[config.mk]
export PLATFORM = sky130hd
export DESIGN_NAME = param_data_path
export DESIGN_NICKNAME = d
export VERILOG_FILES = /design/src/rtl/edu_dp_pkg.sv /design/src/rtl/edu_dp_alu.sv /design/src/rtl/param_data_path.sv
export SDC_FILE = /design/constraint.sdc
export NUM_CORES = 1
export LEC_CHECK = 0
export CAP_MARGIN = 20
export CORE_AREA = 2 2 107 109
export CTS_CLUSTER_SIZE = 20
export DETAILED_ROUTE_END_ITERATION = 16
export DIE_AREA = 0 0 109 111
export GPL_TIMING_DRIVEN = 0
export PLACE_DENSITY = 0.82
export SKIP_CTS_REPAIR_TIMING = 1
export SKIP_LAST_GASP = 1
export SYNTH_ARGS = -nofsm -noshare
export SYNTH_HDL_FRONTEND = slang
export SYNTH_SLANG_ARGS = --single-unit
[constraint.sdc]
create_clock -name i_clk -period 7.4 [get_ports i_clk]
set_input_delay 1.48 -clock i_clk [delete_from_list [all_inputs] [get_ports i_clk]]
set_output_delay 1.48 -clock i_clk [all_outputs]
set_load 0.03 [all_outputs]
[src/rtl/edu_dp_pkg.sv]
// rtl/edu_dp_pkg.sv - shared enums, flag indices and branch-condition helper for param_data_path
package edu_dp_pkg;

  typedef enum logic [3:0] {
    TR_NONE    = 4'h0,
    TR_MA_PC   = 4'h1,
    TR_MEM_RD  = 4'h2,
    TR_IR_MD   = 4'h3,
    TR_MA_MD   = 4'h4,
    TR_ACC_MD  = 4'h5,
    TR_MA_AP   = 4'h6,
    TR_MA_SP   = 4'h7,
    TR_MD_ACC  = 4'h8,
    TR_MEM_WR  = 4'h9,
    TR_ACC_R   = 4'hA,
    TR_PC_COND = 4'hB,
    TR_A_IN    = 4'hC,
    TR_OUT_A   = 4'hD,
    TR_PC_AP   = 4'hE,
    TR_MD_PC   = 4'hF
  } xfer_e;

  typedef enum logic [3:0] {
    ALU_ADD = 4'h0,
    ALU_SUB = 4'h1,
    ALU_NOT = 4'h2,
    ALU_OR  = 4'h3,
    ALU_AND = 4'h4,
    ALU_XOR = 4'h5,
    ALU_SHR = 4'h6,
    ALU_SHL = 4'h7,
    ALU_ROR = 4'h8,
    ALU_ROL = 4'h9
  } alu_op_e;

  typedef enum logic [1:0] {
    COND_ALWAYS = 2'b00,
    COND_Z      = 2'b01,
    COND_C      = 2'b10,
    COND_N      = 2'b11
  } cond_e;

  typedef enum logic {
    ST_IDLE = 1'b0,
    ST_REQ  = 1'b1
  } state_e;

  localparam int FLAG_Z = 0;
  localparam int FLAG_C = 1;
  localparam int FLAG_N = 2;
  localparam int FLAG_V = 3;

  function automatic logic cond_met(input logic [1:0] cond, input logic [3:0] flags);
    case (cond)
      COND_Z:  cond_met = flags[FLAG_Z];
      COND_C:  cond_met = flags[FLAG_C];
      COND_N:  cond_met = flags[FLAG_N];
      default: cond_met = 1'b1;
    endcase
  endfunction

endpackage

[src/rtl/edu_dp_alu.sv]
// rtl/edu_dp_alu.sv - combinational ALU, result plus {V,N,C,Z}; EDU_DP_ROTATE_EN adds ROR/ROL through carry
module edu_dp_alu
  import edu_dp_pkg::*;
#(
  parameter int DATA_W = 8
) (
  input  logic [DATA_W-1:0] i_a,
  input  logic [DATA_W-1:0] i_b,
  input  logic [3:0]        i_op,
  input  logic              i_c,
  output logic [DATA_W-1:0] o_res,
  output logic [3:0]        o_flags
);

  localparam int MSB = DATA_W - 1;

  logic [DATA_W:0]   wide;
  logic [DATA_W-1:0] res;
  logic              c;
  logic              v;

`ifndef EDU_DP_ROTATE_EN
  logic unused_c;
  assign unused_c = i_c;
`endif

  always_comb begin
    wide = '0;
    res  = '1;
    c    = 1'b0;
    v    = 1'b0;
    case (i_op)
      ALU_ADD: begin
        wide = {1'b0, i_a} + {1'b0, i_b};
        res  = wide[MSB:0];
        c    = wide[DATA_W];
        v    = (i_a[MSB] == i_b[MSB]) && (res[MSB] != i_a[MSB]);
      end
      ALU_SUB: begin
        // The extra top bit of the widened difference is the borrow.
        wide = {1'b0, i_a} - {1'b0, i_b};
        res  = wide[MSB:0];
        c    = wide[DATA_W];
        v    = (i_a[MSB] != i_b[MSB]) && (res[MSB] != i_a[MSB]);
      end
      ALU_NOT: res = ~i_a;
      ALU_OR:  res = i_a | i_b;
      ALU_AND: res = i_a & i_b;
      ALU_XOR: res = i_a ^ i_b;
      ALU_SHR: begin
        res = i_a >> 1;
        c   = i_a[0];
      end
      ALU_SHL: begin
        res = i_a << 1;
        c   = i_a[MSB];
      end
`ifdef EDU_DP_ROTATE_EN
      ALU_ROR: begin
        res = {i_c, i_a[MSB:1]};
        c   = i_a[0];
      end
      ALU_ROL: begin
        res = {i_a[MSB-1:0], i_c};
        c   = i_a[MSB];
      end
`endif
      default: res = '1;
    endcase
  end

  always_comb begin
    o_res           = res;
    o_flags         = '0;
    o_flags[FLAG_Z] = (res == '0);
    o_flags[FLAG_N] = res[MSB];
    o_flags[FLAG_C] = c;
    o_flags[FLAG_V] = v;
  end

endmodule

[src/rtl/param_data_path.sv]
// rtl/param_data_path.sv - register-transfer datapath with ALU, PC/SP, IR and a two-state memory handshake
module param_data_path
  import edu_dp_pkg::*;
#(
  parameter int DATA_W  = 8,
  parameter int ADDR_W  = 8,
  parameter int SP_INIT = 2**(ADDR_W-1)-1
) (
  input  logic              i_clk,
  input  logic              i_rstn,
  input  logic [3:0]        i_transfer_cmd,
  input  logic              i_alu_calculate,
  input  logic [3:0]        i_alu_op,
  input  logic              i_alu_res_to_ap,
  input  logic [1:0]        i_cond,
  input  logic              i_inc_pc,
  input  logic [1:0]        i_inc_dec_sp,
  input  logic              i_reset_ir,
  input  logic [DATA_W-1:0] i_in,
  output logic [DATA_W-1:0] o_out,
  output logic [DATA_W-1:0] o_ir,
  output logic [3:0]        o_flags,
  output logic              o_busy,
  output logic              o_sp_err,
  output logic              o_mem_req,
  output logic              o_mem_we,
  output logic [ADDR_W-1:0] o_mem_addr,
  output logic [DATA_W-1:0] o_mem_wdata,
  input  logic              i_mem_ack,
  input  logic [DATA_W-1:0] i_mem_rdata
);

  state_e            state_q, state_d;
  logic [ADDR_W-1:0] pc_q, pc_d, sp_q, sp_d, ma_q, ma_d, mem_addr_q, mem_addr_d;
  logic [DATA_W-1:0] md_q, md_d, ir_q, ir_d, a_q, a_d, ap_q, ap_d;
  logic [DATA_W-1:0] r_q, r_d, in_q, in_d, out_q, out_d, mem_wdata_q, mem_wdata_d;
  logic [3:0]        flags_q, flags_d;
  logic              sp_err_q, sp_err_d, mem_we_q, mem_we_d;

  logic [DATA_W-1:0] acc;
  logic [DATA_W-1:0] alu_res;
  logic [3:0]        alu_flags;
  logic              busy;

  assign acc  = i_alu_res_to_ap ? ap_q : a_q;
  assign busy = (state_q == ST_REQ);

  edu_dp_alu #(.DATA_W(DATA_W)) u_alu (
    .i_a     (acc),
    .i_b     (md_q),
    .i_op    (i_alu_op),
    .i_c     (flags_q[FLAG_C]),
    .o_res   (alu_res),
    .o_flags (alu_flags)
  );

  always_comb begin
    state_d     = state_q;
    pc_d        = pc_q;
    sp_d        = sp_q;
    ma_d        = ma_q;
    md_d        = md_q;
    ir_d        = ir_q;
    a_d         = a_q;
    ap_d        = ap_q;
    r_d         = r_q;
    in_d        = i_in;
    out_d       = out_q;
    flags_d     = flags_q;
    sp_err_d    = sp_err_q;
    mem_we_d    = mem_we_q;
    mem_addr_d  = mem_addr_q;
    mem_wdata_d = mem_wdata_q;

    if (i_alu_calculate) begin
      r_d     = alu_res;
      flags_d = alu_flags;
    end

    if (i_inc_pc) pc_d = pc_q + ADDR_W'(1);

    case (i_inc_dec_sp)
      2'b01: begin
        sp_d = sp_q + ADDR_W'(1);
        if (sp_q == '1) sp_err_d = 1'b1;
      end
      2'b10: begin
        sp_d = sp_q - ADDR_W'(1);
        if (sp_q == '0) sp_err_d = 1'b1;
      end
      default: ;
    endcase

    // Transfers are dropped while a memory access is outstanding.
    if (!busy) begin
      case (i_transfer_cmd)
        TR_MA_PC:  ma_d = pc_q;
        TR_MEM_RD, TR_MEM_WR: begin
          state_d     = ST_REQ;
          mem_we_d    = (i_transfer_cmd == TR_MEM_WR);
          mem_addr_d  = ma_q;
          mem_wdata_d = md_q;
        end
        TR_IR_MD:  ir_d = md_q;
        TR_MA_MD:  ma_d = md_q[ADDR_W-1:0];
        TR_ACC_MD: if (i_alu_res_to_ap) ap_d = md_q; else a_d = md_q;
        TR_MA_AP:  ma_d = ap_q[ADDR_W-1:0];
        TR_MA_SP:  ma_d = sp_q;
        TR_MD_ACC: md_d = acc;
        TR_ACC_R:  if (i_alu_res_to_ap) ap_d = r_q; else a_d = r_q;
        TR_PC_COND: if (cond_met(i_cond, flags_q)) pc_d = md_q[ADDR_W-1:0];
        TR_A_IN:   a_d = in_q;
        TR_OUT_A:  out_d = a_q;
        TR_PC_AP:  pc_d = ap_q[ADDR_W-1:0];
        TR_MD_PC:  md_d = DATA_W'(pc_q);
        default: ;
      endcase
    end else if (i_mem_ack) begin
      state_d = ST_IDLE;
      if (!mem_we_q) md_d = i_mem_rdata;
    end

    if (i_reset_ir) ir_d = '0;
  end

  always_ff @(posedge i_clk) begin
    if (!i_rstn) begin
      state_q     <= ST_IDLE;
      pc_q        <= '0;
      sp_q        <= ADDR_W'(SP_INIT);
      ma_q        <= '0;
      md_q        <= '0;
      ir_q        <= '0;
      a_q         <= '0;
      ap_q        <= '0;
      r_q         <= '0;
      in_q        <= '0;
      out_q       <= '0;
      flags_q     <= '0;
      sp_err_q    <= 1'b0;
      mem_we_q    <= 1'b0;
      mem_addr_q  <= '0;
      mem_wdata_q <= '0;
    end else begin
      state_q     <= state_d;
      pc_q        <= pc_d;
      sp_q        <= sp_d;
      ma_q        <= ma_d;
      md_q        <= md_d;
      ir_q        <= ir_d;
      a_q         <= a_d;
      ap_q        <= ap_d;
      r_q         <= r_d;
      in_q        <= in_d;
      out_q       <= out_d;
      flags_q     <= flags_d;
      sp_err_q    <= sp_err_d;
      mem_we_q    <= mem_we_d;
      mem_addr_q  <= mem_addr_d;
      mem_wdata_q <= mem_wdata_d;
    end
  end

  assign o_out       = out_q;
  assign o_ir        = ir_q;
  assign o_flags     = flags_q;
  assign o_busy      = busy;
  assign o_sp_err    = sp_err_q;
  assign o_mem_req   = busy;
  assign o_mem_we    = mem_we_q;
  assign o_mem_addr  = mem_addr_q;
  assign o_mem_wdata = mem_wdata_q;

endmodule

# Yosys cells after proc, flatten, opt, wreduce, memory -nomap -nowiden

Cells that the tools add are included.

Flip-flop bits (word level): 103
Latch bits: 0
Memory bits (writable): 0
Memory bits (read-only): 0
Input port bits: 35
Output and inout port bits: 40
Logic and storage cells: 116
Memories kept: 0

$add $sub $neg: 5
$mul: 0
Divide/modulo/power cells: 0
Magnitude comparators: 0
Equality and inequality tests: 40
Shift-type cells: 0
Multiplexer cells: 29
Bitwise operators: 6
Reductions and logical operators: 20

Operator list:

| operator                                                               | count |
|---|---|
| 8-bit 2-to-1 mux                                                       | 11 |
| 8-bit one-hot mux with 2 select lines                                  | 4 |
| 8-bit one-hot mux with 8 select lines                                  | 1 |
| 4-bit by 3-bit equality test with 1-bit output (second input constant) | 8 |
| 4-bit equality test (second input constant)                            | 8 |
| 8-bit one-hot mux with 4 select lines                                  | 1 |
| 8-bit one-hot mux with 3 select lines                                  | 1 |
| 8-bit by 1-bit adder with 8-bit output (second input constant)         | 2 |
| 4-bit by 2-bit equality test with 1-bit output (second input constant) | 4 |
| 8-bit zero test                                                        | 2 |
| 2-bit != test (second input constant)                                  | 8 |
| 8-bit by 8-bit adder with 9-bit output                                 | 1 |
| 8-bit by 8-bit subtractor with 9-bit output                            | 1 |
| 8-bit AND                                                              | 1 |
| 4-bit by 1-bit equality test with 1-bit output (second input constant) | 2 |
| 8-bit equality test (second input constant)                            | 1 |
| 8-bit NOT                                                              | 1 |
| 8-bit bitwise OR                                                       | 1 |
| 2-bit AND reduction                                                    | 4 |
| 4-bit AND reduction                                                    | 2 |
| 8-bit by 1-bit subtractor with 8-bit output (second input constant)    | 1 |
| 8-bit XOR                                                              | 1 |
| 1-bit 2-to-1 mux                                                       | 7 |
| 2-bit equality test (second input constant)                            | 3 |
| 14 further kinds                                                       | 24 |

# Depth between registers and ports, before layout

Depth after elaboration: 7
Mapped depth: 12
Gate-level depth less buffers: 11

# Cells and area by module

Synthesis repeated with hierarchy kept, for this count alone.

Cells, all modules: 756
Area total of the unflattened synthesis: 6759.0 um^2

Modules (own cells, without submodules):

| module          | times used | cells an instance | area an instance (um^2) | sequential area each (um^2) |
|---|---|---|---|---|
| param_data_path | 1          | 538               | 5226.3                  | 2062.0 |
| edu_dp_alu      | 1          | 218               | 1532.7                  | 0.0 |

# Least setup slack after synthesis

No wires, ideal clock.

Path type: input-to-reg
Start: input i_alu_res_to_ap
End: register flags_q[1] (netlist: o_flags[1])
Setup time: 0.117 ns
Data arrival time: 3.870 ns
Data required time: 7.283 ns
Setup slack: 3.413 ns
Stages on the path: 12
Buffers on the path: 1
Cells stage by stage: buf_6 > mux2i_1 > inv_1 > ha_1 > fa_1 > a211oi_1 > nor2_1 > o21a_1 > o21ai_0 > a21o_1 > o311ai_0 > a32o_1

Cells in the longest elaborated chain, start to end: 3
Elaborated cells on any way between the ends: 4
Those cells by class: add/sub: 2; mux: 2

RTL lines:

| item                                                                                                  | line                               | text |
|---|---|---|
| from (decl)                                                                                           | param_data_path.sv:14              | `input logic i_alu_res_to_ap,` |
| 8-bit 2-to-1 mux (*)                                                                                  | param_data_path.sv:45              | `assign acc = i_alu_res_to_ap ? ap_q : a_q;` |
| 8-bit by 8-bit subtractor with 9-bit output or 8-bit by 8-bit adder with 9-bit output (tied branches) | edu_dp_alu.sv:41, edu_dp_alu.sv:34 |  |
| 1-bit one-hot mux with 4 select lines (*)                                                             | edu_dp_alu.sv:32                   | `case (i_op)` |
| to (signal assigned)                                                                                  | param_data_path.sv:156             | `flags_q <= flags_d;` |
| to (decl)                                                                                             | param_data_path.sv:37              | `logic [3:0] flags_q, flags_d;` |

Every way passes the cells marked *; elsewhere a longest branch is shown, timed or not.
A chain may end at the register's enable or synchronous reset.

# Worst setup path in the final report

Ends and elaborated chain as after synthesis.

==> impl_metrics.json <==
{
  "yosysMostFrequentCell": "nor2_1",
  "drc": 0,
  "wl_met3_um": 1448,
  "place.gp.congestion": 1.012,
  "leakage_nw": 2.838,
  "maxCapViolCount": 0,
  "grt.overflow.total": 0,
  "ys_ff_latch": 102,
  "antenna_found_initial": 0,
  "fin_crit_sh_pct": 59.63,
  "r2r_start": "ap_q[0]",
  "dr_total_vias": 6382,
  "synthCells": 790,
  "cts.clk_slew.worst_paths_ns": 0.06,
  "endpoint_kind": "register",
  "area_delta_synth_final_pct": 18.12,
  "cts_tree": "built",
  "io_pins": 75,
  "start_kind": "input pin",
  "setup_viol": 0,
  "fin_hold_ws_ns": 0.4755,
  "ys.flop_type": "dfxtp_1",
  "hold_depth": 2,
  "yosysWarnings": 0,
  "min_to": "o_flags[0]",
  "syn_area_um2": 6387,
  "detail_route.wl_per_cell_um": 20.54,
  "hold_viol": 0,
  "syn-num-nets": 863,
  "p_per_area_nw_per_um2": 190.5,
  "r2r.worst_path.cells": 11,
  "crit_type": "in2reg",
  "core_area_um2": 11080,
  "relSlewSlack_pct": 40.48,
  "cts.sinks": 102,
  "nets": 942,
  "hold_start": "o_flags[0]",
  "reg2reg_to": "o_flags[1]",
  "ant_nets": 0,
  "yosys.area.top_type": "dfxtp_1",
  "die_w_um": 109,
  "synth_cell_type_count": 72,
  "synth_commonest_cells": "nor2_1 (138), dfxtp_1 (102), a21oi_1 (54)",
  "fmax_mhz": 226.6,
  "dp_hpwl_um": 15850,
  "io_buffers": 68,
  "tns_ns": 0,
  "viasPerCell": 6.275,
  "drive_gt1_share_pct": 7.437,
  "insertion_delay_ns": 0.36,
  "yosys.area.top_type_share_pct": 31.97,
  "synth_edf_count": 0,
  "n_antenna_cell": 0,
  "synth.avg_cell_area_um2": 8.085,
  "dr.max_layer_used": "met4",
  "min_path_type": "reg2reg",
  "dieHeight_um": 111,
  "grt_pass1_vias": 6208,
  "cts_buffer_depth": 2,
  "wirelength_um": 20890,
  "outcome": "finished, final reports clean",
  "worst_pin_slew_ns": 0.8680,
  "synth.top_cells.by_area": "dfxtp_1 (32%), nor2_1 (8.1%), ha_1 (6.9%), a211oi_1 (6.0%), mux2i_1 (5.8%)",
  "htree_levels": 3,
  "rsz0062_at_grt": "no",
  "cts_buffers": 9,
  "wl_met1_um": 9105,
  "die-area_um2": 12100,
  "cts-root-buf": "clkbuf_16",
  "synth_async_sr_flop_share_pct": 0,
  "wl_met2_um": 9822,
  "grt_max_degree": 18,
  "fp-row-count": 39,
  "final_max_slew_viol_count": 0,
  "grt_pass1_wl_um": 32860,
  "grt_usage_pct": 35.08,
  "skew_ns": 0.01091,
  "drtIter0Drc": 599,
  "layout_min_cycle_time_ns": 4.413,
  "path_max_fanout": 10,
  "cp.arrival_ns": 4.66,
  "initial_core_util_pct": 57.66,
  "drt_pass1_iterations": 7,
  "ys_seq_area_share_pct": 31.97,
  "crit_required_ns": 7.64,
  "irDropWorstVdd_mv": 0.1592,
  "worst-r2r-setup-slack_ns": 3.90
}
==> final cells by class <==
cell class,count,area (µm²)
buffer,54,255.2
clock buffer,10,229.0
tap,143,178.9
timing repair buffer,68,680.7
clock inverter,6,68.82
fill,952,3532
inverter,33,123.9
sequential,102,2042
multi-input combinational,601,3966
==> worst max path at each step <==
stage,from,slack [ns],to,depth (start not counted)
2_1_floorplan,i_alu_res_to_ap,3.41,o_flags[1],12
3_3_place_gp,i_alu_res_to_ap,2.69,o_flags[1],12
3_5_place_dp,i_alu_res_to_ap,2.72,o_flags[1],12
4_1_cts,i_alu_res_to_ap,3.08,o_flags[1],12
5_1_grt,i_alu_res_to_ap,2.88,o_flags[1],12
6_report,i_alu_res_to_ap,2.99,o_flags[1],12
==> critical path, cell delays in order <==
cell,delay (ns)
buf_6,0.15
mux2i_1,0.61
inv_1,0.21
ha_1,0.31
fa_1,0.44
a211oi_1,0.37
nor2_1,0.10
o21a_1,0.17
o21ai_0,0.22
a21o_1,0.16
o311ai_0,0.14
a32o_1,0.29
==> per-layer routing <==
layer | global-route usage, % | vias to the layer above
li1 | - | 2987
met1 | 48.13 | 3040
met2 | 56.31 | 310
met3 | 4.879 | 45
met4 | 11.54 | 0
met5 | 0 | -
==> cell families (layout without fill, tap and decap cells) <==
| family | count (synthesis) | in the layout | share of synthesized area, % |
|---|---|---|---|
| AND/OR/NAND/NOR | 271 | 271 | 20.08 |
| AO/OA/AOI/OAI | 227 | 227 | 24.00 |
| flip-flops | 102 | 102 | 31.97 |
| buffers and inverters | 87 | 171 | 5.935 |
| multiplexers | 43 | 43 | 7.209 |
| adder cells (fa/ha/maj) | 38 | 38 | 7.796 |
| XOR/XNOR | 22 | 22 | 3.017 |
==> flip-flops by register name, indices dropped and copies added, names as in the netlist <==
signal	flops
ma_q	8
o_mem_addr	8
in_q	8
r_q	7
o_busy	1
md_q	8
o_mem_wdata	8
ap_q	8
o_out	8
sp_q	8
a_q	8
pc_q	8
o_mem_we	1
o_ir	8
o_flags	4
o_sp_err	1
==> cell usage in the layout (no fill, tap or decap), drive strengths merged, types with 11 or more instances in the layout <==
master           n
clkbuf          36
clkdlybuf4s50   68
xnor2           14
inv             35
and2            17
nor3            13
nor2           140
a221oi          11
o21ai           37
dfxtp          102
o22ai           16
a21oi           54
ha              35
mux2i           41
a211oi          52
buf             28
nand2           41
==> metrics by stage <==
step                      power (mW)  area (µm²)  instances  util, %  setup slack, ns
after global routing           1.494        7545       1017    68.11            2.885
after detailed placement      0.9504        7247       1001    65.42            2.720
after floorplan               0.8453        6387        790        -            3.413
final                          1.437        7545       1017    68.11            2.987
after global placement        0.9391        7247       1001    65.42            2.694
after CTS                      1.428        7545       1017    68.11            3.081
==> power by group <==
part	internal, mW	switching (mW)
logic	0.138	0.197
registers	0.576	0.0403
clock network	0.265	0.222
total	0.978	0.459
No activity file was read; power rests on OpenSTA's default activity.
